`src/rtl/mem_arb_pkg.sv`:
```
// Shared types and constants for the two-port Memory_File arbiter.
package mem_arb_pkg;

    localparam int unsigned DEF_ADDR_W = 32;
    localparam int unsigned DEF_DATA_W = 32;
    localparam int unsigned STAT_W     = 16;
    localparam int unsigned CNT_W      = 3;

    localparam logic PORT_A = 1'b0;
    localparam logic PORT_B = 1'b1;

    typedef enum logic [1:0] {
        ST_IDLE = 2'd0,
        ST_WR   = 2'd1,
        ST_RD   = 2'd2
    } arb_state_e;

endpackage

```
`src/rtl/rr_arb2.sv`:
```
// Combinational two-way round-robin pick; on a tie the port that did not win last time wins.
module rr_arb2
    import mem_arb_pkg::*;
(
    input  logic [1:0] req,
    input  logic       last,
    output logic       win,
    output logic       any
);

    always_comb begin
        any = |req;
        win = PORT_A;
        if (&req) begin
            win = ~last;
        end else if (req[PORT_B]) begin
            win = PORT_B;
        end
    end

endmodule

```
`src/rtl/memory_file_arbiter.sv`:
```
// Round-robin sharing of one Memory_File between a fetch port (A) and a load/store port (B).
// Optional saturating grant/conflict statistics are built when ARB_STATS_EN is defined.
module memory_file_arbiter
    import mem_arb_pkg::*;
#(
    parameter int unsigned ADDR_W     = DEF_ADDR_W,
    parameter int unsigned DATA_W     = DEF_DATA_W,
    parameter int unsigned MEM_RD_LAT = 1
) (
    input  logic              clk,
    input  logic              reset,
    input  logic              a_req,
    input  logic              a_we,
    input  logic [ADDR_W-1:0] a_addr,
    input  logic [DATA_W-1:0] a_wdata,
    input  logic              b_req,
    input  logic              b_we,
    input  logic [ADDR_W-1:0] b_addr,
    input  logic [DATA_W-1:0] b_wdata,
    output logic              a_gnt,
    output logic              b_gnt,
    output logic              a_rvalid,
    output logic              b_rvalid,
    output logic [DATA_W-1:0] rdata,
    output logic [ADDR_W-1:0] mem_read_select,
    output logic [ADDR_W-1:0] mem_write_select,
    output logic [DATA_W-1:0] mem_write_data,
    output logic              mem_write_enable,
    input  logic [DATA_W-1:0] mem_read_data,
    output logic [STAT_W-1:0] stat_gnt_a,
    output logic [STAT_W-1:0] stat_gnt_b,
    output logic [STAT_W-1:0] stat_conflict
);

    arb_state_e        state_q;
    logic              last_q;
    logic              owner_q;
    logic [CNT_W-1:0]  cnt_q;

    logic [1:0]        req_c;
    logic              win_c;
    logic              any_c;
    logic              sel_we_c;
    logic [ADDR_W-1:0] sel_addr_c;
    logic [DATA_W-1:0] sel_wdata_c;

    assign req_c       = {b_req, a_req};
    assign sel_we_c    = (win_c == PORT_B) ? b_we    : a_we;
    assign sel_addr_c  = (win_c == PORT_B) ? b_addr  : a_addr;
    assign sel_wdata_c = (win_c == PORT_B) ? b_wdata : a_wdata;

    rr_arb2 u_rr_arb2 (
        .req  (req_c),
        .last (last_q),
        .win  (win_c),
        .any  (any_c)
    );

    // Sequencer: the winner's fields go straight into the memory-side registers at grant time.
    always_ff @(posedge clk) begin
        if (!reset) begin
            state_q          <= ST_IDLE;
            last_q           <= PORT_B;
            owner_q          <= PORT_A;
            cnt_q            <= '0;
            a_gnt            <= 1'b0;
            b_gnt            <= 1'b0;
            a_rvalid         <= 1'b0;
            b_rvalid         <= 1'b0;
            rdata            <= '0;
            mem_read_select  <= '0;
            mem_write_select <= '0;
            mem_write_data   <= '0;
            mem_write_enable <= 1'b0;
        end else begin
            a_gnt            <= 1'b0;
            b_gnt            <= 1'b0;
            a_rvalid         <= 1'b0;
            b_rvalid         <= 1'b0;
            mem_write_enable <= 1'b0;
            case (state_q)
                ST_IDLE: begin
                    if (any_c) begin
                        owner_q <= win_c;
                        last_q  <= win_c;
                        a_gnt   <= (win_c == PORT_A);
                        b_gnt   <= (win_c == PORT_B);
                        if (sel_we_c) begin
                            mem_write_enable <= 1'b1;
                            mem_write_select <= sel_addr_c;
                            mem_write_data   <= sel_wdata_c;
                            state_q          <= ST_WR;
                        end else begin
                            mem_read_select <= sel_addr_c;
                            cnt_q           <= CNT_W'(MEM_RD_LAT);
                            state_q         <= ST_RD;
                        end
                    end
                end
                ST_WR: begin
                    state_q <= ST_IDLE;
                end
                ST_RD: begin
                    if (cnt_q == '0) begin
                        rdata    <= mem_read_data;
                        a_rvalid <= (owner_q == PORT_A);
                        b_rvalid <= (owner_q == PORT_B);
                        state_q  <= ST_IDLE;
                    end else begin
                        cnt_q <= cnt_q - CNT_W'(1);
                    end
                end
                default: begin
                    state_q <= ST_IDLE;
                end
            endcase
        end
    end

`ifdef ARB_STATS_EN
    logic [STAT_W-1:0] gnt_a_q;
    logic [STAT_W-1:0] gnt_b_q;
    logic [STAT_W-1:0] conflict_q;
    logic              grant_c;

    assign grant_c = (state_q == ST_IDLE) && any_c;

    // Saturating counters, sampled on the same IDLE decision that issues the grant.
    always_ff @(posedge clk) begin
        if (!reset) begin
            gnt_a_q    <= '0;
            gnt_b_q    <= '0;
            conflict_q <= '0;
        end else if (grant_c) begin
            if ((win_c == PORT_A) && (gnt_a_q != '1)) begin
                gnt_a_q <= gnt_a_q + STAT_W'(1);
            end
            if ((win_c == PORT_B) && (gnt_b_q != '1)) begin
                gnt_b_q <= gnt_b_q + STAT_W'(1);
            end
            if ((&req_c) && (conflict_q != '1)) begin
                conflict_q <= conflict_q + STAT_W'(1);
            end
        end
    end

    assign stat_gnt_a    = gnt_a_q;
    assign stat_gnt_b    = gnt_b_q;
    assign stat_conflict = conflict_q;
`else
    assign stat_gnt_a    = '0;
    assign stat_gnt_b    = '0;
    assign stat_conflict = '0;
`endif

endmodule

```
`config.mk`:
```
export PLATFORM = sky130hd
export DESIGN_NAME = memory_file_arbiter
export DESIGN_NICKNAME = d
export VERILOG_FILES = /design/src/rtl/mem_arb_pkg.sv /design/src/rtl/rr_arb2.sv /design/src/rtl/memory_file_arbiter.sv
export SDC_FILE = /design/constraint.sdc
export NUM_CORES = 1
export LEC_CHECK = 0
export ABC_AREA = 1
export CAP_MARGIN = 25
export CELL_PAD_IN_SITES_DETAIL_PLACEMENT = 1
export CELL_PAD_IN_SITES_GLOBAL_PLACEMENT = 2
export CORE_AREA = 4 4 193 195
export DETAILED_ROUTE_END_ITERATION = 10
export DIE_AREA = 0 0 197 199
export MAX_ROUTING_LAYER = met4
export PLACE_DENSITY = 0.8
export SYNTH_ARGS = -nofsm -noshare
export SYNTH_HDL_FRONTEND = slang
export SYNTH_SLANG_ARGS = --single-unit
export TNS_END_PERCENT = 5
```
`constraint.sdc`:
```
create_clock -name clk -period 1.5 [get_ports clk]
set_input_delay 0.3 -clock clk [delete_from_list [all_inputs] [get_ports clk]]
set_output_delay 0.3 -clock clk [all_outputs]
set_load 0.05 [all_outputs]
```
Yosys cells after proc, flatten, opt, wreduce, memory -nomap -nowiden. Index checks and enable logic that the tools add are counted.

Input port bits: 166. ROM bits: 0. Latch bits: 0. Memories: 0. Register bits after elaboration: 140. Bits in writable memories: 0. Output and inout bits: 181.

Shift operators: 0. Reductions and logical operators: 13. Multiply operators: 0. Bitwise operators: 4. Multiplexer cells: 14. Eq/ne operators: 5. Order comparisons: 0. Div/mod/pow operators: 0. $add $sub $neg: 1.

Operator list (number): $mux W32 (2); $reduce_and A3 Y1 (4); $mux W3 (3); $ne A2 B2 Y1 const B (4); $reduce_and A2 Y1 (4); $mux W2 (3); $pmux W3 S2 (1); $mux W1 (4); $not A1 Y1 (4); $pmux W2 S2 (1); $reduce_and A4 Y1 (1); $logic_not A3 Y1 (1); $sub A3 B1 Y3 const B (1); $eq A2 B2 Y1 const B (1); $logic_not A2 Y1 (1); $reduce_bool A2 Y1 (1); $reduce_or A2 Y1 (1).

Longest topological paths before layout. Gate-level depths: netlist of run 1.

Depth in word-level cells: 6. Depth in mapped cells: 9. Depth with buffers taken out: 8.

Hierarchy. From an unflattened synthesis of run 1, not the netlist that was laid out.

Cells, all modules: 921. Area total of the unflattened synthesis: 6288.5 um^2.

By module, submodules not included: memory_file_arbiter (times used 1, area an instance 6273.5 um^2, cells an instance 918); rr_arb2 (times used 1, area an instance 15.0 um^2, cells an instance 3).

Worst setup path before layout of run 1. OpenSTA, ideal clock, no wires.

Path kind: input-to-reg. From: in b_req. To: reg mem_write_data[23]. Data required time: 1387 ps. Arrival: 1230 ps. Library setup time: 113 ps. Stages: 9. Setup slack: 157 ps. Cell sequence: buf_4 nand2_2 nand2_1 nand2_2 nand3_2 buf_4 buf_6 nor2_1 nor2_1.

Cells in the longest elaborated chain, start to end: 4. Elaborated cells between the ends (all ways): 7.

RTL lines: start, declared (RTL line memory_file_arbiter.sv:16) `input logic b_req,`; $mux W1 or $reduce_and A2 Y1 (tied branches) (RTL line rr_arb2.sv:16, rr_arb2.sv:14); $mux W1 (RTL line rr_arb2.sv:14) `if (&req) begin`; $mux W1 (RTL line memory_file_arbiter.sv:48) `assign sel_we_c = (win_c == PORT_B) ? b_we : a_we;`; $reduce_and A3 Y1 (no source line); end signal, assigned (RTL line memory_file_arbiter.sv:91) `mem_write_data <= sel_wdata_c;`; end, declared (RTL line memory_file_arbiter.sv:27) `output logic [DATA_W-1:0] mem_write_data,`.

Several ways; a longest one is shown, not always the timed one. A chain may end at the register's enable or synchronous reset.

Final worst setup path of run 1.
From: in b_req. To: reg mem_write_select[6].

Cells in the longest elaborated chain, start to end: 4. Elaborated cells between the ends (all ways): 7.

RTL lines: $mux W1 or $reduce_and A2 Y1 (tied branches) (RTL line rr_arb2.sv:16, rr_arb2.sv:14); $mux W1 (RTL line rr_arb2.sv:14); $mux W1 (RTL line memory_file_arbiter.sv:48); $reduce_and A3 Y1 (no source line); end signal, assigned (RTL line memory_file_arbiter.sv:90) `mem_write_select <= sel_addr_c;`; end, declared (RTL line memory_file_arbiter.sv:26) `output logic [ADDR_W-1:0] mem_write_select,`.

Several ways; a longest one is shown, not always the timed one.

==> run_results.csv, run 1 <==
group,metric,value,unit
clock_network,htreeDepth,4,
final_layout,layout-drive-gt1-share,0.161,
clock_network,cts_tree,"yes",
timing,finalClockSkew,0.0171,ns
clock_network,clock_latency,0.42,ns
logic_synthesis,synthDistinctLibCells,24,
timing,period_minus_slack,1.42,ns
global_routing,track_usage,0.140,
placement,post-dp-hpwl,21800,um
logic_synthesis,netlist_instances,1142,
drt,num_vias,7621,
drt,ant_nets,0,
final_layout,area_growth,80.5,%
setup_path,r2r-start,"last_q$_SDFFE_PN1P_",
timing,maxSlewViolCount,0,
power_and_ir_drop,finalPower,15.3,mW
clock_network,cts_sinks,140,
placement,port_buffers,298,
floorplanning,die_w,197,um
setup_path,worstSetupEndpointType,"register",
timing,hold_violations,0,
setup_path,path_max_fanout,16,
global_routing,grt_overflow_total,0,
timing,rsz0062_at_grt,"yes",
clock_network,postCtsHoldBufs,0,
placement,place.gp.congestion,0.758,
worst_hold_path,hp-start,"reset",
floorplanning,row_count,69,
logic_synthesis,syn_area,7010,sq um
timing,setup_viol,0,
global_routing,grt_pass1_vias,7598,
logic_synthesis,syn_area_per_cell,6.14,sq um
drt,avgViaCountPerCell,3.97,
timing,period_share,0.947,
floorplanning,coreArea,35400,sq um
floorplanning,die_h,199,um
placement,place_inst,1885,
logic_synthesis,synth-seq-area-share,0.400,
clock_network,cts_buffer_depth,2,
global_routing,grt_pass1_wl,42200,um
setup_path,cp-start-kind,"input port",
floorplanning,die-area,39200,sq um
status,status,"finished, final reports clean",
drt,wl,28100,um
logic_synthesis,yosysTopAreaCell,"dfxtp_1",
drt,first_iter_violations,253,
job,maxCapViolations,0,
setup_path,cp.arrival,1.73,ns
logic_synthesis,synth_seq_cells,140,
power_and_ir_drop,ir_drop,737,uV
clock_network,cts_buffers,17,
power_and_ir_drop,leakage,6.14,nW
floorplanning,io_pins,347,
clock_network,cts_root_buf,"clkbuf_16",
final_layout,nNetsFinal,1615,
drt,drcViolationCount,0,
global_routing,antenna_found_initial,1,
logic_synthesis,synth_area_leaders,"dfxtp_1 (40%), nand2_1 (20%), nor2_1 (13%)",
timing,fmax,0.704,GHz
logic_synthesis,yosysWarnings,0,
final_layout,final_cells,1922,
drt,drt_first_pass_iters,4,
power_and_ir_drop,p_per_area,1210,nW/um^2
floorplanning,start_util,0.198,
global_routing,grt_start_max_net_pins,63,
setup_path,critPathLaunch,"b_req",
clock_network,clk_pin_slew_worst_paths,0.06,ns
worst_hold_path,worstHoldPathType,"input port to register",
setup_path,crit_type,"input port to register",
logic_synthesis,synth_top_area_frac,0.400,
setup_path,worstPathRequired,1.81,ns
drt,routedWlPerCell,14.6,um
==> cell usage in the layout, fill, tap and decap left out, drive strengths merged, types with 31 or more instances in the layout <==
cell,count
buf,184
clkdlybuf4s50,162
conb,48
dfxtp,140
inv,176
nand2,369
nand3,39
nand4,31
nor2,238
o21ai,34
==> area by class of cell <==
| type | instances | area [sq um] |
|---|---|---|
| fillers | 4300 | 22700 |
| repair buffers | 350 | 4910 |
| multi-input cells | 768 | 3140 |
| flip-flops and latches | 140 | 2800 |
| inverters | 170 | 641 |
| well taps | 461 | 577 |
| clock buffers | 17 | 425 |
| clock inverters | 15 | 151 |
| diodes | 1 | 2.50 |
==> cells in the mapped netlist <==
cell and n:
a21oi_1 2, buf_1 4, buf_2 25, buf_4 50
buf_6 1, clkbuf_1 31, clkinv_1 1, conb_1 1
dfxtp_1 140, ha_1 2, inv_1 167, inv_2 2
nand2_1 366, nand2_2 3, nand3_1 38, nand3_2 1
nand4_1 31, nor2_1 237, nor2_2 1, nor3_1 2
o21ai_0 34, o22ai_1 1, or2_2 1, xnor2_1 1
==> sequential cells by signal, summed over array words and instances, names as in the netlist, 2 cells and up <==
name,flops
cnt_q,3
mem_read_select,32
mem_write_data,32
mem_write_select,32
rdata,32
state_q,2
==> final timing paths <==
path	end	slack (ns)	depth (start not counted)
worst max-delay path	mem_write_select[6]$_SDFFE_PN0P_	0.08	8
worst min-delay path	last_q$_SDFFE_PN1P_	0.15	2
worst max register to register	mem_write_data[15]$_SDFFE_PN0P_	0.09	8
worst min register to register	a_rvalid$_SDFF_PN0_	0.43	1
==> per-stage QoR <==
step | setup WS (ns) | TNS, ns | util | instance area (sq um) | hold WS (ns)
after floorplan | 0.157 | 0 | - | 7180 | 0.401
after global placement | -0.574 | -50.44 | 0.337 | 11900 | 0.408
after detailed placement | -0.620 | -56.40 | 0.337 | 11900 | 0.428
after CTS | 0.00229 | 0 | 0.355 | 12600 | 0.133
after global routing | -0.0137 | -0.0999 | 0.357 | 12600 | 0.132
final | 0.0795 | 0 | 0.357 | 12600 | 0.150
==> critical path, cell delays in order <==
cell	delay, ns
dlygate4sd2_1	0.43
nor2_1	0.16
inv_2	0.12
buf_4	0.27
buf_4	0.20
nand4_1	0.13
nand2_1	0.08
nor2_1	0.04
==> repair_timing <==
item | 4_1_cts | 5_1_grt
setup buffers | 1 | 1
gates cloned | 1 | 1
pin swaps | 2 | 2
resized for setup | 5 | 17
endpoints found under the setup margin | 100 | 82
==> power by group <==
group	switching (mW)	leakage, nW	internal [mW]	total [mW]
sequential	0.495	1.15	4.19	4.69
clock	2.01	0.270	2.21	4.22
combinational	3.52	4.72	2.84	6.36
==> logic make-up (layout without fill, tap and decap cells) <==
family	Yosys count	after routing	share of synthesized area
buffers and inverters	281	552	0.183
xor gates and xnor gates	1	1	0.00125
AOI/OAI and AO/OA	37	37	0.0266
and+or+nand+nor	680	680	0.385
adders and majority gates	2	2	0.00357
DFF	140	140	0.400
other	1	49	0.000535
==> layer usage <==
metal	wire, um	track usage
met1	12000	0.164
met2	14400	0.249
met3	1260	0.0257
met4	379	0.0308
met5	0	-
Note: power is estimated with default switching activity, not from simulation.
==> run 2: changes to the inputs <==
--- a/config.mk
+++ b/config.mk
@@ -14,6 +14,7 @@
 export DIE_AREA = 0 0 197 199
 export MAX_ROUTING_LAYER = met4
 export PLACE_DENSITY = 0.8
+export SETUP_SLACK_MARGIN = 0.3
 export SYNTH_ARGS = -nofsm -noshare
 export SYNTH_HDL_FRONTEND = slang
 export SYNTH_SLANG_ARGS = --single-unit
==> run 2 against run 1 <==
Effect of this change:
- power increased by 2.8%
- combinational power grew 5.7%
- clock power barely moved
- largest power group unchanged
- maximum frequency is 0.25% higher
- non-clock buffer count rose by 7
- worst setup slack improved by 0.0035 ns
- utilization is 1.6 points higher
- routed wire length grew 4.7%
- largest cell class unchanged
- clock skew shrank 0.0059 ns
- cell area increased by 4.4%
- clock-buffer cell count grew 2
- first-iteration DRC count fell by 14%
==> run_results.csv, run 2 (synthesized netlist as in run 1, its figures left out) <==
group,metric,value,unit
floorplanning,die_h,199,um
timing,hold_violations,0,
clock_network,clock_latency,0.43,ns
drt,wl,29400,um
setup_path,crit_type,"register to register",
final_layout,area_growth,88.5,%
clock_network,cts_buffers,17,
power_and_ir_drop,switching_power,5.99,mW
clock_network,htreeDepth,4,
final_layout,final_common_cell,"nand2_1",
global_routing,track_usage,0.146,
clock_network,cts_root_buf,"clkbuf_16",
final_layout,final_area,13200,sq um
power_and_ir_drop,p_per_area,1190,nW/um^2
placement,place_area,12000,sq um
global_routing,grt_pass1_wl,43600,um
power_and_ir_drop,power.share.switching,0.382,
drt,num_vias,7703,
timing,fmax,0.706,GHz
setup_path,cpMaxStageDelayCell,"dfxtp_2",
final_layout,final_util,0.373,
power_and_ir_drop,finalPower,15.7,mW
final_layout,layout-drive-gt1-share,0.264,
timing,maxSlewViolCount,0,
final_layout,nNetsFinal,1622,
setup_path,cp.arrival,1.75,ns
drt,avgViaCountPerCell,3.99,
power_and_ir_drop,power_frac_seq,0.304,
setup_path,path_max_fanout,10,
timing,period_minus_slack,1.42,ns
drt,ant_nets,0,
floorplanning,row_count,69,
clock_network,clk_pin_slew_worst_paths,0.07,ns
placement,place.gp.congestion,0.772,
global_routing,antenna_found_initial,1,
drt,drt_first_pass_iters,4,
power_and_ir_drop,ir_drop,798,uV
setup_path,cp-start-kind,"register",
timing,period_share,0.945,
timing,rsz0062_at_grt,"yes",
drt,drcViolationCount,0,
job,maxCapViolations,0,
placement,port_buffers,298,
setup_path,crit_chain,"nand2_4 -> nand2_4 -> nand2_4 -> nand2_4 -> nand3_4 -> buf_6 -> clkbuf_16 -> nor2_1 -> nor2_1",
floorplanning,start_util,0.198,
clock_network,cts_sinks,140,
power_and_ir_drop,p_comb_frac,0.428,
floorplanning,die_w,197,um
setup_path,crit_top_cell,"nand2_4",
floorplanning,coreArea,35400,sq um
timing,finalClockSkew,0.0111,ns
clock_network,cts_buffer_depth,2,
global_routing,grt_start_max_net_pins,42,
power_and_ir_drop,clock_power_share,0.268,
setup_path,cpPeakStageDelay,0.36,ns
status,status,"finished, final reports clean",
worst_hold_path,worstHoldPathType,"input port to register",
floorplanning,die-area,39200,sq um
placement,post-dp-hpwl,21500,um
drt,routedWlPerCell,15.2,um
setup_path,critPathBufInv,2,
timing,setup_viol,0,
clock_network,cts_tree,"yes",
floorplanning,io_pins,347,
final_layout,mostFrequentLayoutCells,"nand2_1 (340), nor2_1 (226), clkdlybuf4s50_1 (162)",
global_routing,grt_overflow_total,0,
setup_path,cp_top_family,"simple AND/OR/NAND/NOR gates",
setup_path,worstPathRequired,1.83,ns
power_and_ir_drop,leakage,6.32,nW
setup_path,worstSetupEndpointType,"register",
power_and_ir_drop,intPower,9.70,mW
global_routing,grt_pass1_vias,7953,
drt,first_iter_violations,218,
[run 2: cell types whose count changed in the layout (fill, tap and decap cells not counted), moves of 9 or more]
| cell | before | now |
|---|---|---|
| dfxtp_4 | 0 | 9 |
| dfxtp_2 | 1 | 97 |
| nand2_2 | 5 | 19 |
| nand2_1 | 363 | 340 |
| dfxtp_1 | 139 | 34 |
| buf_4 | 35 | 25 |
| nand2_4 | 1 | 10 |
[run 2: final cells by class]
cell class | count | area [sq um]
Tap cell | 461 | 577
Sequential cell | 140 | 2960
Clock buffer | 19 | 443
Clock inverter | 13 | 134
Multi-Input combinational cell | 768 | 3290
Timing Repair Buffer | 357 | 5160
Antenna cell | 1 | 2.50
Fill cell | 4242 | 22200
Inverter | 170 | 646
[run 2: layer usage]
metal | share of wire | routed length [um] | up-vias | track usage
met1 | 0.41 | 12100 | 3581 | 0.168
li1 | - | - | 3904 | -
met2 | 0.52 | 15300 | 194 | 0.252
met4 | 0.015 | 445 | 0 | 0.0429
met3 | 0.051 | 1490 | 24 | 0.0391
met5 | 0 | 0 | - | -
[run 2: final timing paths]
| kind | startpoint | endpoint | slack (ns) | depth (start not counted) |
|---|---|---|---|---|
| setup / recovery | last_q$_SDFFE_PN1P_ | mem_write_data[0]$_SDFFE_PN0P_ | 0.08 | 9 |
| hold / removal | reset | last_q$_SDFFE_PN1P_ | 0.23 | 2 |
| setup reg to reg | last_q$_SDFFE_PN1P_ | mem_write_data[0]$_SDFFE_PN0P_ | 0.08 | 9 |
| hold reg to reg | owner_q$_SDFFE_PN0P_ | a_rvalid$_SDFF_PN0_ | 0.41 | 1 |
[run 2: what timing repair did]
item	4_1_cts	5_1_grt
pin swaps	4	38
hold buffers	0	0
endpoints found under the setup margin	270	273
cloned	3	6
setup buffers	8	0
gates resized for setup	18	168
[run 2: power groups by stage]
stage | combinational [mW] | clock (mW) | sequential [mW]
6_report | 6.72 | 4.21 | 4.77
5_1_grt | 7.20 | 4.57 | 4.83
4_1_cts | 6.55 | 4.40 | 4.70
3_5_place_dp | 6.36 | 0 | 4.78
3_3_place_gp | 6.28 | 0 | 4.76
2_1_floorplan | 1.91 | 0 | 6.03
[run 2: stage by stage]
stage | hold WS (ns) | TNS, ns | setup WS [ns] | cells
floorplan | 0.401 | 0 | 0.276 | 1189
global placement | 0.406 | -31.80 | -0.360 | 1879
detailed placement | 0.420 | -38.05 | -0.427 | 1879
CTS | 0.195 | 0 | 0.0889 | 1922
global route | 0.210 | -0.402 | -0.0336 | 1929
finish | 0.232 | 0 | 0.0830 | 1929
==> run 3: changes to the inputs <==
--- a/config.mk
+++ b/config.mk
@@ -6,6 +6,7 @@
 export NUM_CORES = 1
 export LEC_CHECK = 0
 export ABC_AREA = 1
+export ABC_CLOCK_PERIOD_IN_PS = 1600
 export CAP_MARGIN = 25
 export CELL_PAD_IN_SITES_DETAIL_PLACEMENT = 1
 export CELL_PAD_IN_SITES_GLOBAL_PLACEMENT = 2
==> constraint.sdc (replaced) <==
create_clock -name clk -period 1.6 [get_ports clk]
set_input_delay 0.32 -clock clk [delete_from_list [all_inputs] [get_ports clk]]
set_output_delay 0.32 -clock clk [all_outputs]
set_load 0.05 [all_outputs]
==> run 3 against run 2 <==
Effect of this change:
- power is 4.4% lower
- maximum frequency down 8.4%
- sequential share of layout area increased by 0.12 points
- largest cell class unchanged
==> run_results.csv, run 3 (synthesized netlist as in run 1, its figures left out) <==
group,metric,value,unit
status,status,"finished, final reports clean",
clock_network,clock_latency,0.44,ns
power_and_ir_drop,power_frac_seq,0.295,
setup_path,r2r-start,"cnt_q[0]$_SDFFE_PN0P_",
floorplanning,row_count,69,
timing,setup_slack,0.0522,ns
floorplanning,start_util,0.198,
power_and_ir_drop,clock_power_share,0.277,
power_and_ir_drop,ir_drop,666,uV
drt,drcViolationCount,0,
setup_path,r2r-end,"rdata[23]$_SDFFE_PN0P_",
drt,first_iter_violations,182,
setup_path,endpoint,"rdata[23]$_SDFFE_PN0P_",
final_layout,mostFrequentLayoutCells,"nand2_1 (287), nor2_1 (189), clkdlybuf4s50_1 (162)",
worst_hold_path,worstHoldPathType,"input port to register",
timing,maxSlewViolCount,0,
power_and_ir_drop,intPower,9.04,mW
drt,ant_nets,0,
floorplanning,die_w,197,um
clock_network,cts_root_buf,"clkbuf_16",
clock_network,cts_tree,"yes",
setup_path,r2r_slack,0.05,ns
placement,port_buffers,298,
final_layout,final_common_cell,"nand2_1",
drt,avgViaCountPerCell,4.11,
clock_network,cts_buffers,17,
global_routing,antenna_found_initial,1,
timing,finalClockSkew,0.0116,ns
floorplanning,die-area,39200,sq um
timing,period_minus_slack,1.55,ns
global_routing,grt_overflow_total,0,
placement,place.gp.congestion,0.775,
timing,hold_violations,0,
setup_path,cp-start-kind,"register",
timing,period_share,0.967,
setup_path,worstSetupEndpointType,"register",
power_and_ir_drop,leakage,6.39,nW
setup_path,cp.arrival,1.87,ns
worst_hold_path,worstHoldPathCells,3,
global_routing,track_usage,0.153,
floorplanning,io_pins,347,
power_and_ir_drop,switching_power,5.96,mW
final_layout,nNetsFinal,1636,
power_and_ir_drop,power.share.switching,0.397,
clock_network,cts_sinks,140,
placement,place_ws,-0.436,ns
final_layout,area_growth,89.2,%
timing,fmax,0.646,GHz
drt,num_vias,7978,
setup_path,worstPathRequired,1.93,ns
final_layout,final_util,0.374,
timing,setup_viol,0,
floorplanning,die_h,199,um
floorplanning,coreArea,35400,sq um
drt,wl,31900,um
setup_path,critPathLaunch,"cnt_q[0]$_SDFFE_PN0P_",
final_layout,layout-drive-gt1-share,0.359,
global_routing,grt_start_max_net_pins,79,
final_layout,fillers,4208,
global_routing,grt_pass1_wl,45200,um
setup_path,crit_type,"register to register",
placement,post-dp-hpwl,21100,um
power_and_ir_drop,p_per_area,1130,nW/um^2
timing,rsz0062_at_grt,"yes",
timing,hold_ws,0.373,ns
clock_network,htreeDepth,4,
drt,drt_first_pass_iters,4,
setup_path,path_max_fanout,17,
clock_network,cts_buffer_depth,2,
power_and_ir_drop,p_comb_frac,0.429,
setup_path,worstRegToRegCells,9,
drt,routedWlPerCell,16.4,um
global_routing,grt_pass1_vias,7883,
job,maxCapViolations,0,
clock_network,clk_pin_slew_worst_paths,0.07,ns
run 3: changes by cell type in the layout (fill, tap and decap cells not counted), moves of 22 or more:
cell | previous run | this run
nor2_1 | 226 | 189
buf_12 | 150 | 39
buf_8 | 1 | 39
buf_6 | 8 | 91
nand2_1 | 340 | 287
nor2_4 | 3 | 25
nand2_2 | 19 | 51
run 3: area by class of cell:
cell class                 instances  area (sq um)  area share
antenna                            1          2.50    0.000189
clock buffer                      17           425      0.0321
clock inverter                    15           175      0.0132
inverter                         170           654      0.0494
multi-input combinational        769          3800       0.287
sequential                       140          2980       0.225
tap                              461           577      0.0435
timing repair buffer             370          4640       0.350
run 3: routing by layer:
metal,vias up,part of all wire,global-route usage
met2,217,0.52,0.266
met5,-,0,-
met3,37,0.047,0.0315
li1,3947,-,-
met4,0,0.020,0.0439
met1,3777,0.41,0.179
run 3: worst min path at each step:
stage	slack (ns)	end	start
6_report	0.37	state_q[0]$_SDFFE_PN0P_	reset
4_1_cts	0.31	b_gnt$_SDFF_PN0_	reset
3_5_place_dp	0.42	a_rvalid$_SDFF_PN0_	owner_q$_SDFFE_PN0P_
3_3_place_gp	0.41	a_rvalid$_SDFF_PN0_	owner_q$_SDFFE_PN0P_
5_1_grt	0.39	rdata[5]$_SDFFE_PN0P_	reset
2_1_floorplan	0.40	a_rvalid$_SDFF_PN0_	owner_q$_SDFFE_PN0P_
run 3: repair_timing:
item                                   CTS  global route
hold buffers                             0             0
endpoints found under the hold margin    0             0
setup buffers                           15             3
resized for setup                       77           489
pin swaps                                5           111
setup endpoints to repair              264           271
gates cloned                            14             4
run 3: worst max-delay path: stages (launching register included):
cell       delay [ns]
dfxtp_2          0.32
inv_2            0.07
ha_4             0.13
inv_2            0.04
nor2_2           0.08
nand2_2          0.08
buf_4            0.15
bufbuf_16        0.29
o21ai_0          0.20
nor2_1           0.07
run 3: power groups by stage:
| stage | clock network, mW | logic [mW] | registers (mW) |
|---|---|---|---|
| floorplan | 0 | 1.77 | 5.65 |
| global placement | 0 | 4.98 | 4.28 |
| detailed placement | 0 | 5.06 | 4.29 |
| CTS | 4.31 | 5.65 | 4.24 |
| global route | 4.48 | 6.86 | 4.49 |
| finish | 4.15 | 6.43 | 4.42 |
run 3: per-stage QoR:
stage,instances,area [sq um],TNS (ns),power (mW)
after CTS,1935,11800,0,14.2
after global placement,1874,10500,-29.58,9.27
after detailed placement,1874,10500,-36.33,9.35
final,1943,13300,0,15.0
after global routing,1943,13300,-0.219,15.8
after floorplan,1189,7200,0,7.42
